**src/rtl/proto_field_lookup.sv**
```systemverilog
// Resolves a decoded protobuf field tag to its metadata slot in the current message node,
// tracking embedded-message nesting with a node-index stack.
module proto_field_lookup #(
  parameter int unsigned IDENTIFIER_SIZE      = 8,
  parameter int unsigned NUM_MSG_HIERARCHY    = 3,
  parameter int unsigned NUM_MSGS             = 3,
  parameter int unsigned MAX_FIELDS_PER_MSG   = 4,
  parameter int unsigned FIELD_META_DATA_SIZE = 20,
  parameter int unsigned ROOT_NODE            = 0
) (
  input  logic                                                       clk,
  input  logic                                                       rst_n,
  input  logic [NUM_MSGS*NUM_MSG_HIERARCHY*IDENTIFIER_SIZE-1:0]      dependencies,
  input  logic [NUM_MSGS*MAX_FIELDS_PER_MSG*FIELD_META_DATA_SIZE-1:0] node_rom,
  input  logic                                                       tag_valid,
  output logic                                                       tag_ready,
  input  logic [IDENTIFIER_SIZE-1:0]                                 tag_field_id,
  input  logic                                                       tag_pop,
  output logic                                                       meta_valid,
  input  logic                                                       meta_ready,
  output logic                                                       meta_hit,
  output logic [FIELD_META_DATA_SIZE-1:0]                            meta_data,
  output logic [$clog2(NUM_MSGS)-1:0]                                meta_node,
  output logic [$clog2(NUM_MSG_HIERARCHY)-1:0]                       meta_depth,
  output logic                                                       err_underflow,
  output logic                                                       err_overflow
);
  localparam int unsigned IW = IDENTIFIER_SIZE;
  localparam int unsigned HL = NUM_MSG_HIERARCHY;
  localparam int unsigned FW = FIELD_META_DATA_SIZE;
  localparam int unsigned NW = $clog2(NUM_MSGS);
  localparam int unsigned DW = $clog2(NUM_MSG_HIERARCHY);
  localparam int unsigned SW = $clog2(MAX_FIELDS_PER_MSG);

  typedef enum logic [1:0] {IDLE, SCAN, EMIT, DESCEND} state_e;

  state_e          state_q, state_d;
  logic [DW-1:0]   depth_q, depth_d;
  logic [NW-1:0]   node_idx_q [HL];
  logic [NW-1:0]   node_idx_d [HL];
  logic [SW-1:0]   slot_q, slot_d;
  logic [NW-1:0]   dscan_q, dscan_d;
  logic [IW-1:0]   tag_id_q, tag_id_d;
  logic            tag_ready_q, tag_ready_d;
  logic            meta_valid_q, meta_valid_d;
  logic            meta_hit_q, meta_hit_d;
  logic [FW-1:0]   meta_data_q, meta_data_d;
  logic [NW-1:0]   meta_node_q, meta_node_d;
  logic [DW-1:0]   meta_depth_q, meta_depth_d;
  logic            err_underflow_q, err_underflow_d;
  logic            err_overflow_q, err_overflow_d;

  logic [IW-1:0]   dep_arr [NUM_MSGS][HL];
  logic [FW-1:0]   rom_arr [NUM_MSGS][MAX_FIELDS_PER_MSG];
  logic [NW-1:0]   cur_node;
  logic [FW-1:0]   slot_meta;
  logic            child_match;

  for (genvar n = 0; n < NUM_MSGS; n++) begin : g_msg
    for (genvar l = 0; l < HL; l++) begin : g_lvl
      assign dep_arr[n][l] = dependencies[(n*HL+l)*IW +: IW];
    end
    for (genvar j = 0; j < MAX_FIELDS_PER_MSG; j++) begin : g_slot
      assign rom_arr[n][j] = node_rom[(n*MAX_FIELDS_PER_MSG+j)*FW +: FW];
    end
  end

  assign cur_node  = node_idx_q[depth_q];
  assign slot_meta = rom_arr[cur_node][slot_q];

  // Entry dscan_q is a direct child: same ancestry up to depth, one more level used, rest empty.
  always_comb begin
    child_match = 1'b1;
    for (int l = 0; l < HL; l++) begin
      if (l <= int'(depth_q)) begin
        if (dep_arr[dscan_q][l] != dep_arr[cur_node][l]) child_match = 1'b0;
      end else if (l == int'(depth_q) + 1) begin
        if (dep_arr[dscan_q][l] == '0) child_match = 1'b0;
      end else begin
        if (dep_arr[dscan_q][l] != '0) child_match = 1'b0;
      end
    end
  end

  always_comb begin
    state_d         = state_q;
    depth_d         = depth_q;
    node_idx_d      = node_idx_q;
    slot_d          = slot_q;
    dscan_d         = dscan_q;
    tag_id_d        = tag_id_q;
    meta_valid_d    = meta_valid_q;
    meta_hit_d      = meta_hit_q;
    meta_data_d     = meta_data_q;
    meta_node_d     = meta_node_q;
    meta_depth_d    = meta_depth_q;
    err_underflow_d = err_underflow_q;
    err_overflow_d  = err_overflow_q;

    case (state_q)
      IDLE: begin
        if (tag_valid) begin
          if (tag_pop) begin
            if (depth_q != '0) depth_d = depth_q - DW'(1);
            else               err_underflow_d = 1'b1;
          end else begin
            tag_id_d = tag_field_id;
            slot_d   = '0;
            state_d  = SCAN;
          end
        end
      end
      SCAN: begin
        if ((slot_meta[IW-1:0] != '0) && (slot_meta[IW-1:0] == tag_id_q)) begin
          meta_hit_d   = 1'b1;
          meta_data_d  = slot_meta;
          meta_node_d  = cur_node;
          meta_depth_d = depth_q;
          meta_valid_d = 1'b1;
          state_d      = EMIT;
        end else if (slot_q == SW'(MAX_FIELDS_PER_MSG - 1)) begin
          meta_hit_d   = 1'b0;
          meta_data_d  = '0;
          meta_node_d  = cur_node;
          meta_depth_d = depth_q;
          meta_valid_d = 1'b1;
          state_d      = EMIT;
        end else begin
          slot_d = slot_q + SW'(1);
        end
      end
      EMIT: begin
        if (meta_ready) begin
          meta_valid_d = 1'b0;
          dscan_d      = '0;
          if (meta_hit_q && (meta_data_q[IW +: 2] == 2'b11)) state_d = DESCEND;
          else                                                state_d = IDLE;
        end
      end
      DESCEND: begin
        if (depth_q == DW'(HL - 1)) begin
          err_overflow_d = 1'b1;
          state_d        = IDLE;
        end else if (child_match) begin
          node_idx_d[depth_q + DW'(1)] = dscan_q;
          depth_d                      = depth_q + DW'(1);
          state_d                      = IDLE;
        end else if (dscan_q == NW'(NUM_MSGS - 1)) begin
          err_overflow_d = 1'b1;
          state_d        = IDLE;
        end else begin
          dscan_d = dscan_q + NW'(1);
        end
      end
      default: state_d = IDLE;
    endcase

    tag_ready_d = (state_d == IDLE);
  end

  always_ff @(posedge clk) begin
    if (!rst_n) begin
      state_q         <= IDLE;
      depth_q         <= '0;
      for (int i = 0; i < HL; i++) node_idx_q[i] <= '0;
      node_idx_q[0]   <= NW'(ROOT_NODE);
      slot_q          <= '0;
      dscan_q         <= '0;
      tag_id_q        <= '0;
      tag_ready_q     <= 1'b1;
      meta_valid_q    <= 1'b0;
      meta_hit_q      <= 1'b0;
      meta_data_q     <= '0;
      meta_node_q     <= NW'(ROOT_NODE);
      meta_depth_q    <= '0;
      err_underflow_q <= 1'b0;
      err_overflow_q  <= 1'b0;
    end else begin
      state_q         <= state_d;
      depth_q         <= depth_d;
      node_idx_q      <= node_idx_d;
      slot_q          <= slot_d;
      dscan_q         <= dscan_d;
      tag_id_q        <= tag_id_d;
      tag_ready_q     <= tag_ready_d;
      meta_valid_q    <= meta_valid_d;
      meta_hit_q      <= meta_hit_d;
      meta_data_q     <= meta_data_d;
      meta_node_q     <= meta_node_d;
      meta_depth_q    <= meta_depth_d;
      err_underflow_q <= err_underflow_d;
      err_overflow_q  <= err_overflow_d;
    end
  end

  assign tag_ready     = tag_ready_q;
  assign meta_valid    = meta_valid_q;
  assign meta_hit      = meta_hit_q;
  assign meta_data     = meta_data_q;
  assign meta_node     = meta_node_q;
  assign meta_depth    = meta_depth_q;
  assign err_underflow = err_underflow_q;
  assign err_overflow  = err_overflow_q;

endmodule

```
**config.mk**
```make
export PLATFORM = sky130hd
export DESIGN_NAME = proto_field_lookup
export DESIGN_NICKNAME = d
export VERILOG_FILES = /design/src/rtl/proto_field_lookup.sv
export SDC_FILE = /design/constraint.sdc
export NUM_CORES = 1
export LEC_CHECK = 0
export CORE_MARGIN = 1.5
export CORE_UTILIZATION = 37
export DETAILED_ROUTE_END_ITERATION = 10
export HOLD_SLACK_MARGIN = 0.08
export PLACE_DENSITY = 0.79
export SYNTH_ARGS = -nofsm -noshare
export SYNTH_HDL_FRONTEND = slang
export SYNTH_SLANG_ARGS = --single-unit
```
**constraint.sdc**
```tcl
create_clock -name clk -period 3.3 [get_ports clk]
set_input_delay 0.825 -clock clk [delete_from_list [all_inputs] [get_ports clk]]
set_output_delay 0.825 -clock clk [all_outputs]
set_load 0.01 [all_outputs]
```
Word-level counts from Yosys, hierarchy flattened

Index checks and enable logic that the tools add are counted.

Bits of input ports: 325
Word-level logic and storage cells: 159
Output and inout port bits: 29
Register bits after elaboration: 51

Reductions and logical operators: 26
$add $sub $neg: 5
Magnitude comparators: 8
Equality and inequality tests: 26
Bitwise logic cells: 8
Multiplexer cells: 70

Operators with widths:

| operator              | number |
|---|---|
| $bmux W80 S2          | 1 |
| $mux W80              | 2 |
| $bmux W24 S2          | 2 |
| $mux W24              | 4 |
| $mux W20              | 4 |
| $mux W2               | 29 |
| $bmux W20 S2          | 1 |
| $eq A2 B32 Y1 const A | 1 |
| $ne A8 B8 Y1          | 3 |
| $reduce_bool A8 Y1    | 3 |
| $ne A2 B2 Y1 const B  | 11 |
| $mux W1               | 19 |
| $logic_not A8 Y1      | 2 |
| $ge A3 B3 Y1 const B  | 5 |
| $not A2 Y3            | 5 |
| $reduce_bool A2 Y1    | 7 |
| $eq A2 B2 Y1 const B  | 6 |
| $pmux W2 S2           | 3 |
| $reduce_and A3 Y1     | 4 |
| $reduce_and A5 Y1     | 2 |
| $eq A8 B8 Y1          | 1 |
| $pmux W2 S4           | 1 |
| $add A2 B1 Y2 const B | 3 |
| $bwmux W6             | 1 |
| 18 further kinds      | 23 |

Logic depth before layout (Yosys ltp)

Word-level depth: 20
Mapped depth: 15

Worst setup path after synthesis

OpenSTA, ideal clock, no wires.

Path type: input-to-reg
Start point: in dependencies[64]
End point: reg depth_q[0]
Path buffers: 0
Stages: 11
Arrival: 3.174 ns
Path slack: -0.002 ns
Setup time: 0.128 ns
Cell sequence: o41ai_1 > o2111ai_1 > nor4_1 > a221oi_1 > a22oi_1 > nand4_1 > o41a_1 > nor4_4 > o21ai_2 > xnor2_1 > nor2_1

Longest elaborated chain between the ends: 9
Elaborated cells between the ends (all ways): 16

Ends and longest elaborated chain:

| what                                                   | RTL line   | RTL |
|---|---|---|
| start: declaration                                     | 13         | `input logic [NUM_MSGS*NUM_MSG_HIERARCHY*IDENTIFIER_SIZE-1:0] dependencies,` |
| $bmux W24 S2                                           | 76, 78, 80 |  |
| $mux W24 (implied by the code) (2 in a row)            | 76, 78, 80 |  |
| $reduce_bool A8 Y1 or $logic_not A8 Y1 (tied branches) | 80, 78     |  |
| $mux W1 (on tied branches)                             | 80, 78     |  |
| $mux W1                                                | 77         | `end else if (l == int'(depth_q) + 1) begin` |
| $mux W1 *                                              | 75         | `if (l <= int'(depth_q)) begin` |
| $ne A2 B2 Y1 (no line) *                               | --         |  |
| $reduce_and A6 Y1 (no line) *                          | --         |  |
| end signal: assignment                                 | 180        | `depth_q <= depth_d;` |
| end: declaration                                       | 38         | `logic [DW-1:0] depth_q, depth_d;` |

Mark *: on every way between the ends. The rest lies on a longest branch, timed or not. The select of a mux whose other input is x is not followed.
A chain may end at the register's enable or synchronous reset.

Worst setup path in the final report

Start point: in dependencies[14]
End point: reg dscan_q[0]

Longest elaborated chain between the ends: 12
Elaborated cells between the ends (all ways): 21

Ends and longest elaborated chain:

| what                                                   | RTL line   | RTL |
|---|---|---|
| $bmux W24 S2                                           | 76, 78, 80 |  |
| $mux W24 (2 in a row)                                  | --         |  |
| $reduce_bool A8 Y1 or $logic_not A8 Y1 (tied branches) | 80, 78     |  |
| $mux W1 (on tied branches)                             | 80, 78     |  |
| $mux W1                                                | 77         |  |
| $mux W1 *                                              | 75         |  |
| $mux W1 (on tied branches)                             | 80, 78     |  |
| $mux W1                                                | 77         |  |
| $mux W1 *                                              | 75         |  |
| $ne A2 B2 Y1 (no line) *                               | --         |  |
| $reduce_and A5 Y1 (no line) *                          | --         |  |
| end signal: assignment                                 | 183        | `dscan_q <= dscan_d;` |
| end: declaration                                       | 42         | `logic [NW-1:0] dscan_q, dscan_d;` |

Marks and branches as above.

==> results.txt <==
Counting instances in the post-synthesis netlist gives the leading cell types as sky130_fd_sc_hd__mux2i_1 (72), sky130_fd_sc_hd__nand2_1 (64), sky130_fd_sc_hd__a21oi_1 (63), sky130_fd_sc_hd__dfxtp_1 (51), sky130_fd_sc_hd__nor2_1 (49). Sorting the synthesized cells by area gives the leading types as sky130_fd_sc_hd__dfxtp_1 (15%), sky130_fd_sc_hd__mux2i_1 (11%), sky130_fd_sc_hd__mux4_2 (9.8%), sky130_fd_sc_hd__mux2_2 (5.3%), sky130_fd_sc_hd__a21oi_1 (4.7%). The netlist uses 80 different library cells.

Wires add up to 33,760 um. The tools report the count of endpoints failing setup in the final report as 42. For the number of warnings issued by yosys, the log shows 0. The largest fanout of any net on the critical path works out to 5. Of the cells placed in the final design, the portion with a size suffix greater than 1 is 29.14%. The tools report the number of maximum-capacitance violations as 0. The root buffer cell was sky130_fd_sc_hd__clkbuf_16. Hold timing on the final database bottoms out at a slack of 0.4720 ns. After detailed routing, the number of remaining DRC violations is 0. The tools report the number of global-route vias before repair as 8,965. Reg-to-reg startpoint: depth_q[1]. Hold repair after CTS inserted 0 buffers.

Clock tree synthesis inserted a total of 5 buffers. The placed instances occupy a cell area of 11,330 um2. The die area was 18,770 um2. The run gives 0.0002877 V as the peak supply drop.

The run gives 9,366 as the vias after detailed routing. The leading register cell type out of synthesis is sky130_fd_sc_hd__dfxtp_1. The number of enable-type register cells in the synthesized netlist is 0, and the final critical delay including setup and external delays is 3.905 ns.

Layout overhead on the synthesized area: 91.22%. The mean area per synthesized cell was 8.264 um2; the initial core utilization was 38.15%. On the worst path, the slowest cell contributes a delay of 0.54 ns. The worst hold path belongs to the class reg -> reg. The final layout contains 1,632 nets. STA classifies the critical path endpoint as a register.

The finished cells cover 12,700 um2. The final weighted congestion in routability-driven placement was 0.9476. The library cell contributing the largest single delay on the critical path is sky130_fd_sc_hd__clkdlybuf4s50_1. The critical path required time came out at 3.50 ns. Global routing used 31.44% of the available tracks. The worst setup path startpoint is dependencies[14].

Power spread over the standard cell area amounts to 174.0 nW/um2. The least setup slack across all paths after layout was -0.6053 ns. The slew at the pin closest to its max-slew limit was 0.5268 ns. In this run the deepest clock path goes through 2 buffers. The net count after synthesis came out at 1,140. The launching element type of the critical path was an input port.

In this run, the number of DRC markers left after iteration 0 of detailed routing was 629. Dividing the detail-routed via count by the number of cells gives 6.138. After global routing the overflow that remains totals 0. The clock net in this run drives a total of 51 sinks. The floorplan has 48 rows. The global-route wire length before repair came out at 46,290 um.

Entering global routing, the biggest net connects 67 pins. Synthesis produced a netlist whose cell count is 804. Clock edge transition at the registers on the reported setup and hold paths: 0.07 ns. The worst setup path is of the in -> reg kind. The clock tree synthesis step divided the H-tree into 2 levels.

The final count of pins violating max slew is 0, and the clock tree skew after final layout is 0.01063 ns. The die span in x works out to 137 um. For the worst-skew pair, the clock arrives at the later sink with an insertion delay of 0.29 ns. Cell taking the most area after synthesis: sky130_fd_sc_hd__dfxtp_1. For the antenna violation net count after detailed routing, the log shows 0. In the post-synthesis netlist, the cell with the most instances is sky130_fd_sc_hd__mux2i_1.

The logs give 4 for the number of antenna violations at the first check in global routing and 17,420 um2 for the placeable core region. Setup repair after global routing could not meet its margin everywhere. In this run the tightest slew margin relative to its limit is 64.73%. The origin of the worst min-delay path is meta_data[2].

The final reports fail on setup timing. The number of synthesized register bits came out at 51. The tools report the proportion of synthesized chip area in sequential cells as 15.37%.

The run finished, with violations left. The async set or reset register ratio after synthesis was 0%. The dominant cell type by count on the critical path was sky130_fd_sc_hd__buf_4. For this design the static power due to leakage is 4.808 nW. Detailed placement ended at an HPWL of 23,530 um. The fraction of synthesized cell area taken by the top area cell type came out at 15.37%. TritonCTS built the clock tree. After synthesis the cells add up to 6644 um2. The number of optimization iterations in the first detailed-route pass is 8, and the count of input and output buffers is 353. Dividing the detail-routed wire length by the instance count gives 22.13 um.

The die is 137 um tall. Based on the critical path, the design can be clocked at up to 0.2561 GHz. The signal on the critical path passes through clkdlybuf4s50_1 > mux2i_1 > buf_4 > nor2_1 > o21ai_0 > a221oi_1 > o211ai_1 > o31a_1 > o31ai_4 > buf_4 > and2_4 > o21ai_2 > a21oi_1. The run gives 0 as the final hold violation count. The final critical-path share of the clock period is 118.3%, and the critical path arrival is 4.11 ns. The number of top-level design ports came out at 354.
-- sequential cells by signal, summed over array words and instances (netlist names) --
name / flops
depth_q: 2
dscan_q: 2
err_overflow: 1
err_underflow: 1
meta_data: 20
meta_depth: 2
meta_hit: 1
meta_node: 2
meta_valid: 1
node_idx_q: 6
slot_q: 2
state_q: 2
tag_id_q: 8
tag_ready: 1
-- cell families after synthesis --
kind of cell             after synthesis  share of synthesized area, %
adder cells (fa/ha/maj)               11                         2.072
multiplexers                         134                         26.35
buffers and inverters                 92                         6.459
AO/OA/AOI/OAI                        275                         30.23
AND/OR/NAND/NOR                      221                         16.89
XOR/XNOR                              20                         2.637
flip-flops                            51                         15.37
-- critical path, delay by kind of cell --
kind	cells	cell delay, ns
compound gates	7	1.98
buf+inv	3	0.87
simple gates	2	0.29
mux	1	0.14
-- layer usage --
metal / vias up / routed length (um) / track usage [%] / part of all wire, %
li1: 4132 / - / - / -
met1: 4427 / 11940 / 35.03 / 35
met2: 642 / 16580 / 56.56 / 49
met3: 165 / 3122 / 6.148 / 9.2
met4: 0 / 2125 / 16.08 / 6.3
met5: - / 0 / 0 / 0
-- stage by stage --
step / util [%] / setup WS (ns) / total power, mW / setup TNS, ns / cells
2_1_floorplan: - / 0.01359 / 0.9378 / 0 / 804
3_3_place_gp: 65.05 / -0.5987 / 1.503 / -21.66 / 1463
3_5_place_dp: 65.05 / -0.6292 / 1.515 / -22.45 / 1463
4_1_cts: 69.19 / -0.1433 / 2.138 / -3.069 / 1502
5_1_grt: 72.95 / -0.6658 / 2.302 / -17.22 / 1526
6_report: 72.95 / -0.6053 / 2.210 / -13.13 / 1526
-- power by group --
part | switching (mW) | internal, mW | leakage [nW]
logic | 0.363 | 0.606 | 4.31
registers | 0.0108 | 0.624 | 0.415
clock network | 0.246 | 0.361 | 0.0805
total | 0.619 | 1.59 | 4.81
-- placed cells by master, fill, tap and decap left out, drive strengths merged, types with 7 or more instances in the layout --
master         netlist  routed
o211ai               9       9
nand4                7       7
ha                  11      11
xnor2               13      13
nor4                 8       8
o2bb2ai             16      16
nand2b              13      13
nor2                49      49
o21ai               32      32
nor3                15      15
dfxtp               51      51
nand2               65      65
nand3               22      22
clkdlybuf4s50        0     316
nor2b               12      12
inv                 21      22
xor2                 7       7
a21o                 7       7
a22o                19      19
o31ai               12      12
mux2i               74      74
a22oi               10      10
mux4                29      29
a31oi               17      17
o22ai               19      19
dlymetal6s2s         0      18
dlygate4sd2          0      17
a21oi               63      63
o221ai               9       9
buf                 37     199
a221oi              21      21
mux2                31      31
-- final timing paths --
| kind | end | slack (ns) | cells past startpoint |
|---|---|---|---|
| setup / recovery | dscan_q[0] | -0.61 | 13 |
| hold reg to reg | meta_data[2] | 0.47 | 1 |
| setup reg to reg | dscan_q[0] | -0.51 | 13 |
| hold / removal | meta_data[2] | 0.47 | 1 |
-- final cells by class --
class | count | area, um2
Timing Repair Buffer | 552 | 5335
Sequential cell | 51 | 1032
Fill cell | 1197 | 4712
Clock buffer | 5 | 125.1
Antenna cell | 4 | 10.01
Multi-Input combinational cell | 661 | 5776
Clock inverter | 3 | 46.29
Inverter | 25 | 98.84
Tap cell | 225 | 281.5
-- repair_timing --
item,4_1_cts,5_1_grt
resized for setup,80,114
pin swaps,49,54
setup buffers,30,22
endpoints found under the setup margin,42,42
cloned,4,0
hold endpoints to repair,0,0
No activity file was read; power rests on OpenSTA's default activity.
